--- config.mk ---
export PLATFORM = sky130hd
export DESIGN_NAME = adiabatic_inv_pipe
export DESIGN_NICKNAME = d
export VERILOG_FILES = /design/src/rtl/adiabatic_inv_pipe.sv
export SDC_FILE = /design/constraint.sdc
export NUM_CORES = 1
export LEC_CHECK = 0
export CAP_MARGIN = 20
export CORE_MARGIN = 2
export CORE_UTILIZATION = 55
export CTS_BUF_LIST = sky130_fd_sc_hd__clkbuf_8
export DETAILED_ROUTE_END_ITERATION = 8
export GPL_TIMING_DRIVEN = 0
export PLACE_DENSITY = 0.83
export SYNTH_ARGS = -nofsm -noshare
export SYNTH_HDL_FRONTEND = slang
export SYNTH_SLANG_ARGS = --single-unit
--- constraint.sdc ---
create_clock -name clk -period 2.8 [get_ports clk]
set_clock_uncertainty 0.15 [all_clocks]
set_input_delay 0.7 -clock clk [delete_from_list [all_inputs] [get_ports clk]]
set_output_delay 0.7 -clock clk [all_outputs]
set_load 0.03 [all_outputs]
--- src/rtl/adiabatic_inv_pipe.sv ---
// Cycle model of a STAGES-deep, WIDTH-bit adiabatic inverter chain on a 4-phase power clock.
// Optional delivered-word counter is built only when ADIA_WORD_CNT_EN is defined.

module adiabatic_inv_stage #(
  parameter int WIDTH = 8,
  parameter int IDX   = 0
) (
  input  logic             clk,
  input  logic             rst,
  input  logic             en,
  input  logic [1:0]       g,
  input  logic             src_valid,
  input  logic [WIDTH-1:0] src_data,
  output logic             valid,
  output logic [WIDTH-1:0] data,
  output logic             pwr
);
  typedef enum logic [1:0] {EVAL = 2'd0, HOLD = 2'd1, RECOVER = 2'd2, IDLE = 2'd3} phase_t;

  localparam logic [1:0] OFF = 2'(IDX % 4);

  phase_t ph;
  assign ph  = phase_t'(g - OFF);
  assign pwr = (ph == EVAL) || (ph == HOLD);

  // EVAL captures the inverted upstream word (bubbles load zero); HOLD returns the charge.
  always_ff @(posedge clk) begin
    if (rst) begin
      valid <= 1'b0;
      data  <= '0;
    end else if (en) begin
      case (ph)
        EVAL: begin
          valid <= src_valid;
          data  <= src_valid ? ~src_data : '0;
        end
        HOLD: begin
          valid <= 1'b0;
          data  <= '0;
        end
        default: ;
      endcase
    end
  end
endmodule

module adiabatic_inv_pipe #(
  parameter int WIDTH  = 8,
  parameter int STAGES = 4
) (
  input  logic              clk,
  input  logic              rst,
  input  logic              en,
  input  logic              in_valid,
  output logic              in_ready,
  input  logic [WIDTH-1:0]  in_data,
  output logic              out_valid,
  output logic [WIDTH-1:0]  out_data,
  output logic [STAGES-1:0] stage_pwr,
  output logic [15:0]       word_cnt
);
  if (STAGES < 1) begin : g_bad_stages
    $error("adiabatic_inv_pipe: STAGES must be >= 1");
  end

  logic [1:0]                    g;
  logic [STAGES:0]               vld_pipe;
  logic [STAGES:0][WIDTH-1:0]    data_pipe;

  always_ff @(posedge clk) begin
    if (rst)     g <= 2'd0;
    else if (en) g <= g + 2'd1;
  end

  // Stage 0 only evaluates when g==0, so the source valid needs no extra gating.
  assign in_ready     = en && (g == 2'd0);
  assign vld_pipe[0]  = in_valid;
  assign data_pipe[0] = in_data;

  for (genvar s = 0; s < STAGES; s++) begin : g_stage
    adiabatic_inv_stage #(.WIDTH(WIDTH), .IDX(s)) u_stage (
      .clk       (clk),
      .rst       (rst),
      .en        (en),
      .g         (g),
      .src_valid (vld_pipe[s]),
      .src_data  (data_pipe[s]),
      .valid     (vld_pipe[s+1]),
      .data      (data_pipe[s+1]),
      .pwr       (stage_pwr[s])
    );
  end

  assign out_valid = vld_pipe[STAGES];
  assign out_data  = data_pipe[STAGES];

`ifdef ADIA_WORD_CNT_EN
  always_ff @(posedge clk) begin
    if (rst)                                    word_cnt <= 16'h0000;
    else if (out_valid && word_cnt != 16'hFFFF) word_cnt <= word_cnt + 16'd1;
  end
`else
  assign word_cnt = 16'h0000;
`endif
endmodule

==> results of run 1 <==
final timing paths:
path	end	startpoint	cells past startpoint
worst max-delay path	in_ready	en	4
worst min-delay path	g_stage[3].u_stage.data[6]$_SDFFE_PP0P_	g_stage[2].u_stage.data[6]$_SDFFE_PP0P_	1
worst max register to register	g_stage[1].u_stage.data[0]$_SDFFE_PP0P_	g[0]$_SDFFE_PP0P_	5
worst min register to register	g_stage[3].u_stage.data[6]$_SDFFE_PP0P_	g_stage[2].u_stage.data[6]$_SDFFE_PP0P_	1
metal layers:
metal  vias up  global-route usage  part of all wire
met5         -                   0                 0
met4         0               0.112             0.016
met3         4              0.0384             0.060
met2        42               0.325              0.48
met1       585               0.231              0.44
li1        693                   -                 -
layout make-up:
type | instances | area (µm²) | area share
clock inverter | 2 | 8.76 | 0.00398
tap | 44 | 55.1 | 0.0250
sequential | 38 | 763 | 0.347
timing repair buffer | 24 | 234 | 0.106
multi-input combinational | 129 | 790 | 0.359
buffer | 34 | 255 | 0.116
inverter | 3 | 11.3 | 0.00512
clock buffer | 6 | 82.6 | 0.0375
placed cells by master, fill, tap and decap left out:
| cell type | instances |
|---|---|
| nand3b_1 | 1 |
| nand3_1 | 1 |
| or4b_4 | 1 |
| clkbuf_1 | 1 |
| clkbuf_8 | 6 |
| o21ai_2 | 9 |
| o21a_1 | 1 |
| or4b_1 | 4 |
| or3_1 | 14 |
| ha_1 | 7 |
| nor2_1 | 3 |
| nand2b_1 | 3 |
| or3b_1 | 1 |
| clkdlybuf4s50_1 | 19 |
| clkinv_2 | 1 |
| buf_4 | 28 |
| a21oi_1 | 23 |
| buf_1 | 2 |
| and2_1 | 1 |
| conb_1 | 16 |
| inv_1 | 4 |
| nand4b_1 | 2 |
| buf_6 | 3 |
| o2bb2ai_1 | 7 |
| nand2_1 | 29 |
| dfxtp_2 | 2 |
| or2_2 | 2 |
| ha_2 | 1 |
| dlygate4sd2_1 | 5 |
| dfxtp_1 | 36 |
| xnor2_1 | 1 |
| nand2_4 | 1 |
| nor2b_1 | 1 |
sequential cells by signal (all words and copies together) (netlist names):
name                   count
g_stage.u_stage.data      32
g                          2
g_stage.u_stage.valid      4
Yosys cell counts:
cell type / instances
dfxtp_1: 38
a21oi_1: 23
nand3_1: 1
xnor2_1: 1
inv_1: 3
buf_1: 2
o21a_1: 1
nand2_4: 1
nor2_1: 3
nor2b_1: 1
o2bb2ai_1: 7
or2_2: 2
nand3b_1: 1
conb_1: 1
ha_1: 8
nand2b_1: 3
or3b_1: 1
o21ai_2: 9
buf_6: 3
or4b_4: 1
nand2_1: 29
buf_4: 28
or3_1: 14
nand4b_1: 2
clkbuf_1: 1
and2_1: 1
or4b_1: 4
timing repair:
action / CTS / global route
setup endpoints to repair: 5 / 1
resized for setup: 7 / 1
endpoints found under the hold margin: 0 / 0
cells by family (layout without fill, tap and decap cells):
| group | Yosys count | after routing | synth area share |
|---|---|---|---|
| AND/OR/NAND/NOR | 64 | 64 | 0.202 |
| AO/OA/AOI/OAI | 40 | 40 | 0.149 |
| flip-flops | 38 | 38 | 0.433 |
| buffers and inverters | 37 | 69 | 0.152 |
| adder cells (fa/ha/maj) | 8 | 8 | 0.0569 |
| other | 1 | 16 | 0.00213 |
| XOR/XNOR | 1 | 1 | 0.00498 |
power groups by stage:
stage	clock network [mW]	logic, mW	registers [mW]
floorplan	0	0.161	0.573
global placement	0	0.214	0.575
detailed placement	0	0.216	0.576
CTS	0.380	0.211	0.564
global route	0.400	0.231	0.566
finish	0.373	0.210	0.564
metrics by stage:
step,utilization,cells
after global placement,0.691,272
final,0.720,280
after floorplan,-,204
after detailed placement,0.691,272
after CTS,0.720,280
after global routing,0.720,280
==> results.cfg, run 1 <==
[routing]
drt_iter0_markers = 47
drc = 0
ant_nets = 0
wl_per_cell_um = 10.8
wl_mm = 3.04
drt-pass1-iter-count = 4
via_count = 1324
vias_per_cell = 4.73

[critical_path]
crit_fanout = 10
end_kind = output pin
arrival_ns = 1.89
slowest_delay_ns = 0.50
startpoint_type = input port
path_delay_family = buffers and inverters
cp_slowest_cell = clkdlybuf4s50_1
required_ns = 1.95
r2r_slack_ns = 0.86
path_cells = clkdlybuf4s50_1 > buf_6 > and2_1 > dlygate4sd2_1
path_buf_inv = 3
crit_type = in2out

[synthesis]
yosys.area.top_type = dfxtp_1
syn_area_per_cell_um2 = 9.30
syn_inst = 189
yosysTopAreaCellShare = 0.433
ys_types = 27
ys_seq_area_frac = 0.433
ys_ff_latch = 38
synth_area_mm2 = 0.00176
synth_warnings = 0
synthTopCellsByArea = dfxtp_1 (43%), buf_4 (12%), a21oi_1 (6.5%), nand2_1 (6.2%), ha_1 (5.7%)

[power_and_ir_drop]
vdd_drop_max_mv = 0.353
power_switching_mw = 0.313
p_leak_nw = 0.903
p_total_mw = 1.15
power.density_mw_per_mm2 = 522
clockPowerShare = 0.325
seqPwrFrac = 0.492
intPower_mw = 0.835
share_comb_of_total_power = 0.183
switching_share = 0.273

[clocking]
cts.sinks = 38
holdBufCountCts = 0
cts_made_buffers = 5
post_cts.repair.setup_buffers = 0
cts_tree = built
ctsHtreeMaxLevel = 2
root_buffer = clkbuf_8
clk_pin_slew_worst_paths_ns = 0.07
clkLatencyLatePin_ns = 0.29
cts_buffer_depth = 2

[timing]
rsz0062_at_grt = no
report.final.setup_viol = 0
setup_ws_ns = 0.0606
holdWs_ns = 0.275
fin_crit_sh = 0.978
tns_ns = 0
slew_headroom = 0.626
worst_slew_pin_slew_ns = 0.559
final_hold_viol_count = 0
fmax_mhz = 365
drv_slew = 0
fin_crit_ns = 2.74

[grt]
antenna_found_initial = 0
first_global_vias = 1189
track_usage = 0.194
grt_pass1_wl_mm = 5.19
grt_max_degree = 12
grt_overflow_total = 0

[worst_hold_path]
min-delay-path-class = reg2reg

[floorplanning]
die_w_um = 60.5
dieArea_mm2 = 0.00366
dieHeight_um = 60.5
rows = 20
ios = 42
start_util = 0.576
core_area_mm2 = 0.00305

[place]
io_buffers = 24
preCtsSetupSlack_ns = -0.203
dp_hpwl_mm = 2.13
placed_area_mm2 = 0.00211
gp_congestion = 0.708

[finish]
areaGrowthSynthToFinish_pct = 25.1
final_area_mm2 = 0.00220
layout.nets = 255
fillerInstances = 265
antennaDiodeCount = 0
drive_above_1_share = 0.229

[flow_run]
cap_violations = 0

[status]
status = finished clean
Power figures use the tool's default switching activity.
==> run 2: changes to the inputs <==
- SLEW_MARGIN: unset -> 20
==> results of run 2 <==
The final DEF is identical to that of run 1; final timing and power are the same.
